==> src/rtl/vacc_pkg.sv <==
// vacc_pkg -- shared definitions for the vector accumulator.
//   vacc_state_t : controller states (IDLE, ACC, DONE)
//   MODE_WRAP    : wrap-around arithmetic (sat_mode = 0)
//   MODE_SAT     : signed saturation      (sat_mode = 1)
package vacc_pkg;

  typedef enum logic [1:0] {
    IDLE = 2'd0,
    ACC  = 2'd1,
    DONE = 2'd2
  } vacc_state_t;

  localparam logic MODE_WRAP = 1'b0;
  localparam logic MODE_SAT  = 1'b1;

endpackage

==> src/rtl/vacc_lane_reduce.sv <==
// vacc_lane_reduce -- combinational sum of all lanes of one input beat.
// Every lane is sign-extended to out_size bits before it is added, so the
// result is exact as long as out_size >= word_size + clog2(lanes).
//   data_in  : lanes*word_size packed signed elements, lane 0 in the LSBs
//   lane_sum : signed out_size-bit sum of all lanes
module vacc_lane_reduce #(
  parameter int word_size = 24,
  parameter int lanes     = 4,
  parameter int out_size  = 35
) (
  input  logic [lanes*word_size-1:0] data_in,
  output logic [out_size-1:0]        lane_sum
);

  logic [word_size-1:0] lane_s;
  logic [out_size-1:0]  acc_s;

  // Sign-extend each lane and add it into the running total.
  always_comb begin
    lane_s = '0;
    acc_s  = '0;
    for (int i = 0; i < lanes; i++) begin
      lane_s = data_in[i*word_size +: word_size];
      acc_s  = acc_s + {{(out_size-word_size){lane_s[word_size-1]}}, lane_s};
    end
    lane_sum = acc_s;
  end

endmodule

==> src/rtl/vector_accumulate.sv <==
// vector_accumulate -- reduces len beats of lanes signed elements into one
// signed acc_size-bit sum, with wrap-around or saturating arithmetic and a
// sticky overflow flag.
//   clk, rst          : clock, asynchronous active-high reset
//   start/len/sat_mode: request, beat count and arithmetic mode (IDLE only)
//   data_in/in_valid  : input beat, consumed when in_ready is also high
//   in_ready          : high only while accumulating
//   sum/overflow      : result, held from DONE until the next start
//   out_valid/out_ready: result handshake
//   busy              : high whenever not IDLE
module vector_accumulate
  import vacc_pkg::*;
#(
  parameter int word_size = 24,
  parameter int lanes     = 4,
  parameter int acc_size  = 32,
  parameter int len_size  = 8
) (
  input  logic                       clk,
  input  logic                       rst,
  input  logic                       start,
  input  logic [len_size-1:0]        len,
  input  logic                       sat_mode,
  input  logic [lanes*word_size-1:0] data_in,
  input  logic                       in_valid,
  output logic                       in_ready,
  output logic [acc_size-1:0]        sum,
  output logic                       overflow,
  output logic                       out_valid,
  input  logic                       out_ready,
  output logic                       busy
);

  // One spare bit above the lane growth keeps sum + lanes exact.
  localparam int ext_size = acc_size + $clog2(lanes) + 1;

  localparam logic signed [ext_size-1:0] max_c =
    {{(ext_size-acc_size+1){1'b0}}, {(acc_size-1){1'b1}}};
  localparam logic signed [ext_size-1:0] min_c =
    {{(ext_size-acc_size+1){1'b1}}, {(acc_size-1){1'b0}}};
  localparam logic [len_size-1:0] one_c = {{(len_size-1){1'b0}}, 1'b1};

  vacc_state_t state_r, next_state_s;

  logic [acc_size-1:0] sum_r;
  logic                overflow_r;
  logic [len_size-1:0] count_r;
  logic                mode_r;

  logic clear_s, load_s, accept_s;

  logic        [ext_size-1:0] lane_sum_s;
  logic signed [ext_size-1:0] exact_s;
  logic                       too_big_s, too_small_s;
  logic        [acc_size-1:0] next_sum_s;

  vacc_lane_reduce #(
    .word_size (word_size),
    .lanes     (lanes),
    .out_size  (ext_size)
  ) u_lane_reduce (
    .data_in  (data_in),
    .lane_sum (lane_sum_s)
  );

  // Exact sum of the beat and the current accumulator, then wrap or clamp.
  always_comb begin
    exact_s     = $signed(lane_sum_s) +
                  $signed({{(ext_size-acc_size){sum_r[acc_size-1]}}, sum_r});
    too_big_s   = (exact_s > max_c);
    too_small_s = (exact_s < min_c);
    if (mode_r == MODE_SAT && too_big_s) begin
      next_sum_s = max_c[acc_size-1:0];
    end else if (mode_r == MODE_SAT && too_small_s) begin
      next_sum_s = min_c[acc_size-1:0];
    end else begin
      next_sum_s = exact_s[acc_size-1:0];
    end
  end

  // Controller state register.
  always_ff @(posedge clk or posedge rst) begin
    if (rst) begin
      state_r <= IDLE;
    end else begin
      state_r <= next_state_s;
    end
  end

  // Next-state decode and datapath control strobes.
  always_comb begin
    next_state_s = state_r;
    clear_s      = 1'b0;
    load_s       = 1'b0;
    accept_s     = 1'b0;
    case (state_r)
      IDLE: begin
        if (start) begin
          clear_s = 1'b1;
          if (len != '0) begin
            load_s       = 1'b1;
            next_state_s = ACC;
          end else begin
            next_state_s = DONE;
          end
        end else begin
          next_state_s = IDLE;
        end
      end
      ACC: begin
        if (in_valid) begin
          accept_s = 1'b1;
          if (count_r == one_c) begin
            next_state_s = DONE;
          end else begin
            next_state_s = ACC;
          end
        end else begin
          next_state_s = ACC;
        end
      end
      DONE: begin
        if (out_ready) begin
          next_state_s = IDLE;
        end else begin
          next_state_s = DONE;
        end
      end
      default: begin
        next_state_s = IDLE;
      end
    endcase
  end

  // Accumulator, sticky overflow, beat counter and latched mode.
  always_ff @(posedge clk or posedge rst) begin
    if (rst) begin
      sum_r      <= '0;
      overflow_r <= 1'b0;
      count_r    <= '0;
      mode_r     <= MODE_WRAP;
    end else if (clear_s) begin
      sum_r      <= '0;
      overflow_r <= 1'b0;
      mode_r     <= sat_mode;
      if (load_s) begin
        count_r <= len;
      end else begin
        count_r <= '0;
      end
    end else if (accept_s) begin
      sum_r      <= next_sum_s;
      overflow_r <= overflow_r | too_big_s | too_small_s;
      count_r    <= count_r - one_c;
    end else begin
      sum_r      <= sum_r;
      overflow_r <= overflow_r;
      count_r    <= count_r;
    end
  end

  assign in_ready  = (state_r == ACC);
  assign out_valid = (state_r == DONE);
  assign busy      = (state_r != IDLE);
  assign sum       = sum_r;
  assign overflow  = overflow_r;

endmodule

==> config.mk <==
export PLATFORM = sky130hd
export DESIGN_NAME = vector_accumulate
export DESIGN_NICKNAME = d
export VERILOG_FILES = /design/src/rtl/vacc_pkg.sv /design/src/rtl/vacc_lane_reduce.sv /design/src/rtl/vector_accumulate.sv
export SDC_FILE = /design/constraint.sdc
export NUM_CORES = 1
export LEC_CHECK = 0
export CAP_MARGIN = 40
export CORE_AREA = 2 2 169 171
export DETAILED_ROUTE_END_ITERATION = 8
export DIE_AREA = 0 0 171 173
export SYNTH_ARGS = -nofsm -noshare
export SYNTH_HDL_FRONTEND = slang
export SYNTH_HIERARCHICAL = 1
export SYNTH_SLANG_ARGS = --single-unit
==> constraint.sdc <==
create_clock -name clk -period 3.35 [get_ports clk]
set_clock_uncertainty 0.1 [all_clocks]
set_input_delay 0.5025 -clock clk [delete_from_list [all_inputs] [get_ports clk]]
set_output_delay 0.5025 -clock clk [all_outputs]
set_load 0.02 [all_outputs]
==> impl_metrics.py, run 1 <==
metrics = {
    "setup_path": {
        "path_class": "in -> reg",
        "r2r_end": "sum[31]$_DFFE_PP0P_",
        "path_delay_family": "adder cells",
        "cp_slowest_cell": "fa_1",
        "cp.buffers_inverters": 6,
        "endpoint_kind": "flip-flop",
        "cp_data_required_time_ns": 3.49,
        "slowest_delay_ns": 0.54,
        "r2r_start": "sum[0]$_DFFE_PP0P_",
        "reg2reg_slack_ns": -0.37,
        "path_cells": "clkdlybuf4s50_1 -> inv_1 -> fa_1 -> fa_1 -> inv_1 -> ha_1 -> buf_4 -> nand4_1 -> nor3_2 -> a21oi_2 -> xnor2_2 -> ha_4 -> nand4_1 -> o311ai_4 -> a31oi_2 -> o41a_1 -> xor2_4 -> o41ai_4 -> buf_6 -> clkbuf_16 -> a221o_1",
        "r2r_cells": 15,
        "path_max_fanout": 7,
        "startpoint_type": "input pin",
        "arrival_ns": 5.88,
    },
    "yosys": {
        "synth_area_leader_cell": "dfrtp_1",
        "synth_top_family_by_area": "adder cells",
        "synth_most_common_cell": "inv_1",
        "synth_nets": 1075,
        "ys_seq_area_frac": 0.1610,
        "synth.top_cells.by_area": "dfrtp_1 (16%), fa_1 (15%), ha_1 (11%)",
        "synthXorXnorAreaFrac": 0.07429,
        "synth-simple-area-share": 0.1411,
        "synth_common_cells": "inv_1 (162), nand2_1 (74), a21oi_1 (68)",
        "synth_top_area_frac": 0.1610,
        "synthCells": 853,
        "synth-compound-area-share": 0.2425,
        "ys_seq_elements": 44,
        "synthFlopType": "dfrtp_1",
        "synth_mux_area_frac": 0,
        "synth.distinct_cells": 70,
        "synthAdderAreaFrac": 0.2598,
        "netlist_area_um2": 6838,
        "avgSynthCellArea_um2": 8.016,
        "synth-async-reset-ratio": 1.000,
        "yosysWarnings": 6,
        "synth_edf_count": 0,
    },
    "global_route": {
        "top_usage_layer": "met2",
        "overflow": 0,
        "use_met3": 0.02129,
        "grt_pass1_wl_um": 36430,
        "gr-usage-all-layers": 0.1488,
        "met1_usage": 0.1895,
        "grt_pass1_vias": 7583,
        "antenna_found_initial": 0,
        "grt_use_met2": 0.2698,
        "grt_max_degree": 45,
    },
    "cells_and_area": {
        "drive_above_1_share": 0.4278,
        "final_nets": 1446,
        "antennaDiodeCount": 0,
        "syn_to_final_growth_pct": 79.71,
        "nFillCells": 2684,
    },
    "detailed_routing": {
        "ant_nets": 0,
        "vias": 7448,
        "via_per_inst": 4.646,
        "drtIter0Drc": 351,
        "wl_per_cell_um": 14.76,
        "wl_um": 23670,
        "drc": 0,
        "drt-pass1-iter-count": 5,
    },
    "clock_tree": {
        "cts_tree": "built",
        "hold_buffers": 0,
        "htree_levels": 2,
        "path_clk_slew_ns": 0.07,
        "clk_latency_ns": 0.30,
        "clock-sinks": 44,
        "cts-root-buf": "clkbuf_16",
        "clock_path_buffers": 2,
        "cts_buffers": 5,
    },
    "floorplan": {
        "io_pins": 146,
        "die-area_um2": 29580,
        "start_util": 0.2475,
        "core-area_um2": 27630,
        "die_x_um": 171,
        "num_rows": 61,
        "die_h_um": 173,
    },
    "sta": {
        "whs_ns": 0.3989,
        "final.min_clock_period_ns": 5.746,
        "setup_ws_ns": -2.396,
        "finalCritPeriodShare": 1.715,
        "fmax_mhz": 174.0,
        "tightest_slew_ns": 0.6141,
        "maxSlewViolCount": 0,
        "slew_headroom": 0.5906,
        "rsz0062_at_grt": "yes",
        "hold_violations": 0,
        "finalSetupViolCount": 33,
    },
    "min_path": {
        "min_path_cells": 1,
        "hp-class": "reg -> reg",
        "hp-start": "state_r[1]$_DFF_PP0_",
        "min_to": "state_r[0]$_DFF_PP0_",
    },
    "job": {
        "drv_cap": 0,
    },
    "placed_design": {
        "detailedPlace.worstSlack_ns": -3.202,
        "portBuffers": 145,
        "gp_congestion": 0.8686,
        "dp_hpwl_um": 17280,
    },
    "run_status": {
        "status": "complete, but fails checks",
        "violations": "negative setup slack",
    },
}
==> cell type report <==
cell class              count  area [µm²]  area share
well taps                 378       473.0     0.03849
inverters                 163       619.3     0.05040
repair buffers            403        3590      0.2921
multi-input cells         607        6332      0.5153
clock buffers               5       125.1     0.01018
clock inverters             3       47.55    0.003869
flip-flops and latches     44        1101     0.08960
==> layout by cell type, fill, tap and decap left out, types with 8 or more instances in the layout <==
cell type | netlist | layout
a21o_1 | 13 | 13
nand4_1 | 11 | 11
fa_1 | 50 | 43
ha_4 | 0 | 37
o21ai_0 | 37 | 21
clkdlybuf4s50_1 | 0 | 79
a21oi_4 | 0 | 13
nor2_1 | 47 | 36
a21oi_1 | 68 | 37
nand3_1 | 23 | 17
xor2_1 | 23 | 19
dlymetal6s2s_1 | 0 | 20
nand2_1 | 74 | 61
buf_4 | 8 | 220
a221o_1 | 32 | 32
inv_2 | 1 | 59
inv_1 | 162 | 102
buf_6 | 3 | 31
o21ai_2 | 1 | 12
clkbuf_16 | 0 | 9
ha_1 | 62 | 25
nand2_2 | 1 | 8
dfrtp_1 | 44 | 44
a21oi_2 | 2 | 20
dlygate4sd2_1 | 0 | 35
xnor2_1 | 35 | 28
==> how the worst max path moves through the flow <==
stage	start	end	slack, ns	depth (start not counted)
2_1_floorplan	data_in[49]	sum[6]$_DFFE_PP0P_	-2.09	25
3_3_place_gp	data_in[49]	sum[30]$_DFFE_PP0P_	-3.09	25
3_5_place_dp	data_in[49]	sum[29]$_DFFE_PP0P_	-3.20	25
4_1_cts	data_in[49]	sum[0]$_DFFE_PP0P_	-2.36	26
5_1_grt	data_in[47]	sum[22]$_DFFE_PP0P_	-2.58	21
6_report	data_in[23]	sum[1]$_DFFE_PP0P_	-2.40	21
==> routing by layer <==
layer,vias to the layer above,part of all wire
met1,3616,0.45
met2,159,0.50
met4,0,0.0097
met3,19,0.044
li1,3654,-
met5,-,0
==> metrics by stage <==
stage | utilization | std cells | setup TNS, ns | instance area, µm²
floorplan | - | 853 | -68.73 | 7042
global placement | 0.3708 | 1537 | -100.48 | 10240
detailed placement | 0.3708 | 1537 | -103.99 | 10240
CTS | 0.4060 | 1574 | -76.61 | 11220
global route | 0.4448 | 1603 | -84.29 | 12290
finish | 0.4448 | 1603 | -78.12 | 12290
==> logic make-up after synthesis <==
family,Yosys count
AO/OA/AOI/OAI,231
XOR/XNOR,58
adder cells (fa/ha/maj),112
buffers and inverters,202
flip-flops,44
AND/OR/NAND/NOR,206
==> what timing repair did <==
| item | 4_1_cts | 5_1_grt |
|---|---|---|
| cloned | 1 | 6 |
| endpoints found under the setup margin | 33 | 33 |
| setup buffers | 28 | 23 |
| gates resized for setup | 224 | 180 |
| pin swaps | 115 | 100 |
==> registers in the layout (all words and copies together) (netlist names) <==
signal	flops
state_r	2
mode_r	1
count_r	8
overflow	1
sum	32
Power of run 1 is left out: the tool's default activity adds up to more than one toggle a clock period on the data nets, which glitch-free logic cannot reach.
==> inputs of run 2 (changes only) <==
--- a/config.mk
+++ b/config.mk
@@ -6,9 +6,11 @@
 export NUM_CORES = 1
 export LEC_CHECK = 0
 export CAP_MARGIN = 40
-export CORE_AREA = 2 2 169 171
+export CORE_AREA = 2 2 123 125
 export DETAILED_ROUTE_END_ITERATION = 8
-export DIE_AREA = 0 0 171 173
+export DIE_AREA = 0 0 125 127
+export PLACE_DENSITY = 0.78
+export SETUP_SLACK_MARGIN = 0.02
 export SYNTH_ARGS = -nofsm -noshare
 export SYNTH_HDL_FRONTEND = slang
 export SYNTH_HIERARCHICAL = 1
==> run 2 against run 1 <==
  * The run still ends with negative setup slack left
  * Die area is 46% lower
  * Design area is 5.5% lower
  * First-iteration DRC count grew to 3.3 times the previous value
  * Wire length is 29% higher
  * Fmax is 7.4% lower
  * Final cell count is 13% lower
  * Critical path type unchanged
  * Critical endpoint is now sum[13]$_DFFE_PP0P_
  * Largest cell class unchanged
==> impl_metrics.py, run 2 (synthesized netlist as in run 1, its figures left out) <==
metrics = {
    "job": {
        "drv_cap": 0,
    },
    "global_route": {
        "gr-usage-all-layers": 0.3121,
        "grt_pass1_vias": 8638,
        "grt_pass1_wl_um": 41120,
        "overflow": 0,
        "grt_max_degree": 45,
        "antenna_found_initial": 0,
    },
    "setup_path": {
        "startpoint_type": "input pin",
        "path_delay_family": "compound AO/OA/AOI/OAI gates",
        "startpoint": "data_in[9]",
        "arrival_ns": 6.28,
        "slowest_delay_ns": 0.53,
        "cp_slowest_cell": "fa_1",
        "r2r_start": "sum[0]$_DFFE_PP0P_",
        "cp_data_required_time_ns": 3.42,
        "crit_top_cell": "buf_4",
        "endpoint_kind": "flip-flop",
        "cp.buffers_inverters": 8,
        "path_max_fanout": 10,
        "path_class": "in -> reg",
    },
    "sta": {
        "maxSlewViolCount": 0,
        "finalSetupViolCount": 33,
        "hold_violations": 0,
        "tightest_slew_ns": 0.6495,
        "final.min_clock_period_ns": 6.208,
        "fmax_mhz": 161.1,
        "slew_headroom": 0.5665,
        "rsz0062_at_grt": "yes",
        "setup_ws_ns": -2.858,
        "whs_ns": 0.4125,
        "finalCritPeriodShare": 1.853,
    },
    "clock_tree": {
        "hold_buffers": 0,
        "path_clk_slew_ns": 0.07,
        "clk_latency_ns": 0.30,
        "clock_path_buffers": 2,
        "cts-root-buf": "clkbuf_16",
        "htree_levels": 2,
        "cts_tree": "built",
        "cts_buffers": 5,
        "clock-sinks": 44,
    },
    "floorplan": {
        "core-area_um2": 14420,
        "die_x_um": 125,
        "die_h_um": 127,
        "die-area_um2": 15880,
        "start_util": 0.4741,
        "io_pins": 146,
        "num_rows": 44,
    },
    "detailed_routing": {
        "wl_um": 30580,
        "drc": 0,
        "vias": 8827,
        "wl_per_cell_um": 21.87,
        "via_per_inst": 6.314,
        "drtIter0Drc": 1155,
        "drt-pass1-iter-count": 6,
        "ant_nets": 0,
    },
    "cells_and_area": {
        "final_nets": 1435,
        "final_common_cell": "buf_4",
        "largest_reg_flops": 32,
        "nFillCells": 818,
        "layout_common_cells": "buf_4 (212), inv_1 (129), clkdlybuf4s50_1 (103)",
        "drive_above_1_share": 0.3806,
        "syn_to_final_growth_pct": 69.83,
        "antennaDiodeCount": 0,
    },
    "placed_design": {
        "dp_hpwl_um": 16660,
        "portBuffers": 145,
        "gp_congestion": 0.9462,
    },
    "min_path": {
        "hp-start": "state_r[1]$_DFF_PP0_",
        "hp-class": "reg -> reg",
    },
    "run_status": {
        "violations": "negative setup slack",
        "status": "complete, but fails checks",
    },
}
[run 2: cell count changes in the layout (fill, tap and decap cells not counted), moves of 4 or more]
cell,previous run,this run
inv_1,102,129
clkdlybuf4s50_1,79,103
dlymetal6s2s_1,20,7
ha_4,37,24
ha_1,25,35
buf_4,220,212
inv_2,59,33
dlygate4sd2_1,35,28
nor2_2,4,8
[run 2: worst paths after layout]
path | end | slack [ns] | cells after the start
setup / recovery | sum[13]$_DFFE_PP0P_ | -2.86 | 26
hold / removal | state_r[0]$_DFF_PP0_ | 0.41 | 1
setup reg to reg | sum[13]$_DFFE_PP0P_ | -0.55 | 15
hold reg to reg | state_r[0]$_DFF_PP0_ | 0.41 | 1
max in group asynchronous | sum[8]$_DFFE_PP0P_ | 2.17 | 3
min in group asynchronous | sum[22]$_DFFE_PP0P_ | 0.58 | 3
[run 2: area by class of cell]
type	instances	area, µm²	area share
multi-input cells	607	6075	0.5231
repair buffers	392	3441	0.2963
well taps	184	230.2	0.01983
clock buffers	8	146.4	0.01261
flip-flops and latches	44	1101	0.09482
inverters	163	619.3	0.05333
[run 2: metrics by stage]
step,instances,cell area (µm²),worst slack [ns],TNS [ns],utilization
2_1_floorplan,853,7042,-2.090,-68.73,-
3_5_place_dp,1353,10050,-3.198,-103.77,0.6969
6_report,1398,11610,-2.858,-92.63,0.8051
3_3_place_gp,1353,10050,-3.075,-100.13,0.6969
4_1_cts,1387,11120,-2.359,-76.31,0.7712
5_1_grt,1398,11610,-3.053,-99.18,0.8051
[run 2: repair_timing]
item / 4_1_cts / 5_1_grt
cloned: 3 / 1
hold endpoints to repair: 0 / 0
buffers inserted: 24 / 10
setup endpoints to repair: 33 / 33
pin swaps: 122 / 52
resized for setup: 243 / 80
[run 2: worst reg2reg max path, delay by kind of cell, from the launching register on]
family,cells,cell delay [ns]
AO/OA/AOI/OAI,7,1.82
adder cells (fa/ha/maj),2,0.58
buffers and inverters,4,0.54
AND/OR/NAND/NOR,2,0.43
flip-flops,1,0.35
[run 2: routing by layer]
| metal | vias up | GRT usage | wire, µm |
|---|---|---|---|
| met5 | - | 0 | 0 |
| met4 | 0 | 0.1484 | 2567 |
| met3 | 278 | 0.04355 | 2942 |
| met2 | 782 | 0.5764 | 14490 |
| met1 | 4125 | 0.3563 | 10580 |
| li1 | 3642 | - | - |
Power of run 2 is left out for the same reason.
==> inputs of run 3 (changes only) <==
--- a/config.mk
+++ b/config.mk
@@ -10,6 +10,7 @@
 export DETAILED_ROUTE_END_ITERATION = 8
 export DIE_AREA = 0 0 125 127
 export PLACE_DENSITY = 0.78
+export RECOVER_POWER = 50
 export SETUP_SLACK_MARGIN = 0.02
 export SYNTH_ARGS = -nofsm -noshare
 export SYNTH_HDL_FRONTEND = slang
==> run 3 against run 2 <==
  * The run still ends with negative setup slack left
  * Design area hardly changed
  * Critical path depth up 1
  * Global-route usage is the same
  * Final cell count stayed put
  * Setup slack lost 0.026 ns
  * Die area stayed put
  * Flip-flop and latch count unchanged
  * Non-clock buffer count stayed put
  * Fmax down 0.43%
  * Sequential share of layout area is essentially flat
  * Via count shrank 0.60%
  * Wire length down 0.20%
  * Critical endpoint unchanged
  * Highest routed layer unchanged
==> impl_metrics.py, run 3 (synthesized netlist as in run 1, its figures left out) <==
metrics = {
    "cells_and_area": {
        "antennaDiodeCount": 0,
        "final_cells": 1398,
        "final_nets": 1435,
        "largest_reg_flops": 32,
        "layout_common_cells": "buf_4 (210), inv_1 (129), clkdlybuf4s50_1 (102)",
        "final_common_cell": "buf_4",
        "syn_to_final_growth_pct": 69.73,
        "drive_above_1_share": 0.3797,
    },
    "run_status": {
        "violations": "negative setup slack",
        "status": "complete, but fails checks",
    },
    "global_route": {
        "antenna_found_initial": 0,
        "grt_max_degree": 45,
        "overflow": 0,
        "gr-usage-all-layers": 0.3121,
        "grt_pass1_vias": 8638,
        "grt_pass1_wl_um": 41120,
    },
    "floorplan": {
        "die_h_um": 127,
        "die_x_um": 125,
        "core-area_um2": 14420,
        "io_pins": 146,
        "die-area_um2": 15880,
        "start_util": 0.4741,
        "num_rows": 44,
    },
    "min_path": {
        "min_to": "state_r[0]$_DFF_PP0_",
        "hp-start": "state_r[1]$_DFF_PP0_",
        "min_path_cells": 1,
        "hp-class": "reg -> reg",
    },
    "clock_tree": {
        "htree_levels": 2,
        "cts_tree": "built",
        "cts-root-buf": "clkbuf_16",
        "cts_buffers": 5,
        "clock_path_buffers": 2,
        "path_clk_slew_ns": 0.07,
        "hold_buffers": 0,
        "clock-sinks": 44,
        "clk_latency_ns": 0.30,
    },
    "detailed_routing": {
        "via_per_inst": 6.276,
        "vias": 8774,
        "wl_um": 30510,
        "drtIter0Drc": 1146,
        "ant_nets": 0,
        "wl_per_cell_um": 21.83,
        "drt-pass1-iter-count": 5,
        "drc": 0,
    },
    "setup_path": {
        "r2r_cells": 15,
        "arrival_ns": 6.31,
        "r2r_end": "sum[13]$_DFFE_PP0P_",
        "r2r_start": "sum[0]$_DFFE_PP0P_",
        "path_max_fanout": 10,
        "endpoint_kind": "flip-flop",
        "cp_data_required_time_ns": 3.42,
        "startpoint_type": "input pin",
        "path_class": "in -> reg",
        "reg2reg_slack_ns": -0.55,
    },
    "sta": {
        "finalCritPeriodShare": 1.861,
        "slew_headroom": 0.2123,
        "setup_ws_ns": -2.884,
        "tightest_slew_ns": 1.182,
        "finalSetupViolCount": 33,
        "maxSlewViolCount": 0,
        "fmax_mhz": 160.4,
        "rsz0062_at_grt": "yes",
        "final.min_clock_period_ns": 6.234,
        "hold_violations": 0,
    },
    "placed_design": {
        "dp_hpwl_um": 16660,
        "gp_congestion": 0.9462,
        "place_inst": 1353,
        "portBuffers": 145,
    },
    "job": {
        "drv_cap": 0,
    },
}
[run 3: changes by cell type in the layout (fill, tap and decap cells not counted), sizes merged]
cell and change:
clkdlybuf4s50 -1, buf -2, clkbuf +2, dlygate4sd3 +1
[run 3: final cells by class]
| type | instances | area [µm²] |
|---|---|---|
| clock buffers | 8 | 146.4 |
| fillers | 817 | 2818 |
| well taps | 184 | 230.2 |
| inverters | 163 | 619.3 |
| flip-flops and latches | 44 | 1101 |
| multi-input cells | 607 | 6075 |
| repair buffers | 392 | 3435 |
[run 3: layer usage]
layer / GRT usage / up-vias / wire length [µm]
li1: - / 3638 / -
met1: 0.3563 / 4092 / 10560
met5: 0 / - / 0
met4: 0.1484 / 0 / 2546
met3: 0.04355 / 264 / 2945
met2: 0.5764 / 780 / 14460
[run 3: worst max-delay path by stage]
| stage | slack (ns) | startpoint | endpoint |
|---|---|---|---|
| 3_5_place_dp | -3.20 | data_in[49] | sum[22]$_DFFE_PP0P_ |
| 3_3_place_gp | -3.08 | data_in[49] | sum[29]$_DFFE_PP0P_ |
| 4_1_cts | -2.36 | data_in[49] | sum[2]$_DFFE_PP0P_ |
| 6_report | -2.88 | data_in[9] | sum[13]$_DFFE_PP0P_ |
| 5_1_grt | -3.05 | data_in[9] | sum[9]$_DFFE_PP0P_ |
| 2_1_floorplan | -2.09 | data_in[49] | sum[6]$_DFFE_PP0P_ |
[run 3: metrics by stage]
stage	area, µm²	setup WS, ns	hold WS, ns	TNS (ns)	utilization
2_1_floorplan	7042	-2.090	0.3598	-68.73	-
3_3_place_gp	10050	-3.075	0.3761	-100.13	0.6969
3_5_place_dp	10050	-3.198	0.4003	-103.77	0.6969
4_1_cts	11120	-2.359	0.4096	-76.31	0.7712
5_1_grt	11610	-3.053	0.4509	-99.18	0.8047
6_report	11610	-2.884	0.4114	-93.49	0.8047
[run 3: worst max-delay path: stages]
cell	delay (ns)
clkdlybuf4s50_1	0.46
inv_1	0.06
fa_1	0.46
fa_1	0.53
inv_2	0.05
ha_4	0.28
and3_4	0.22
nand2_2	0.07
o221ai_2	0.15
a21o_1	0.16
buf_4	0.19
xor2_1	0.23
ha_1	0.31
a21oi_1	0.22
o22ai_1	0.11
a31oi_1	0.31
o21ai_1	0.16
buf_4	0.19
a21oi_2	0.22
o41ai_2	0.11
buf_4	0.19
xnor2_4	0.22
buf_4	0.17
a311oi_4	0.09
buf_4	0.17
buf_6	0.14
a221o_1	0.30
[run 3: timing repair]
action,in CTS,in global routing
pin swaps,122,52
setup endpoints to repair,33,33
endpoints found under the hold margin,0,0
cloned,3,1
buffers inserted,24,10
resized for setup,243,80
Power of run 3 is left out for the same reason.
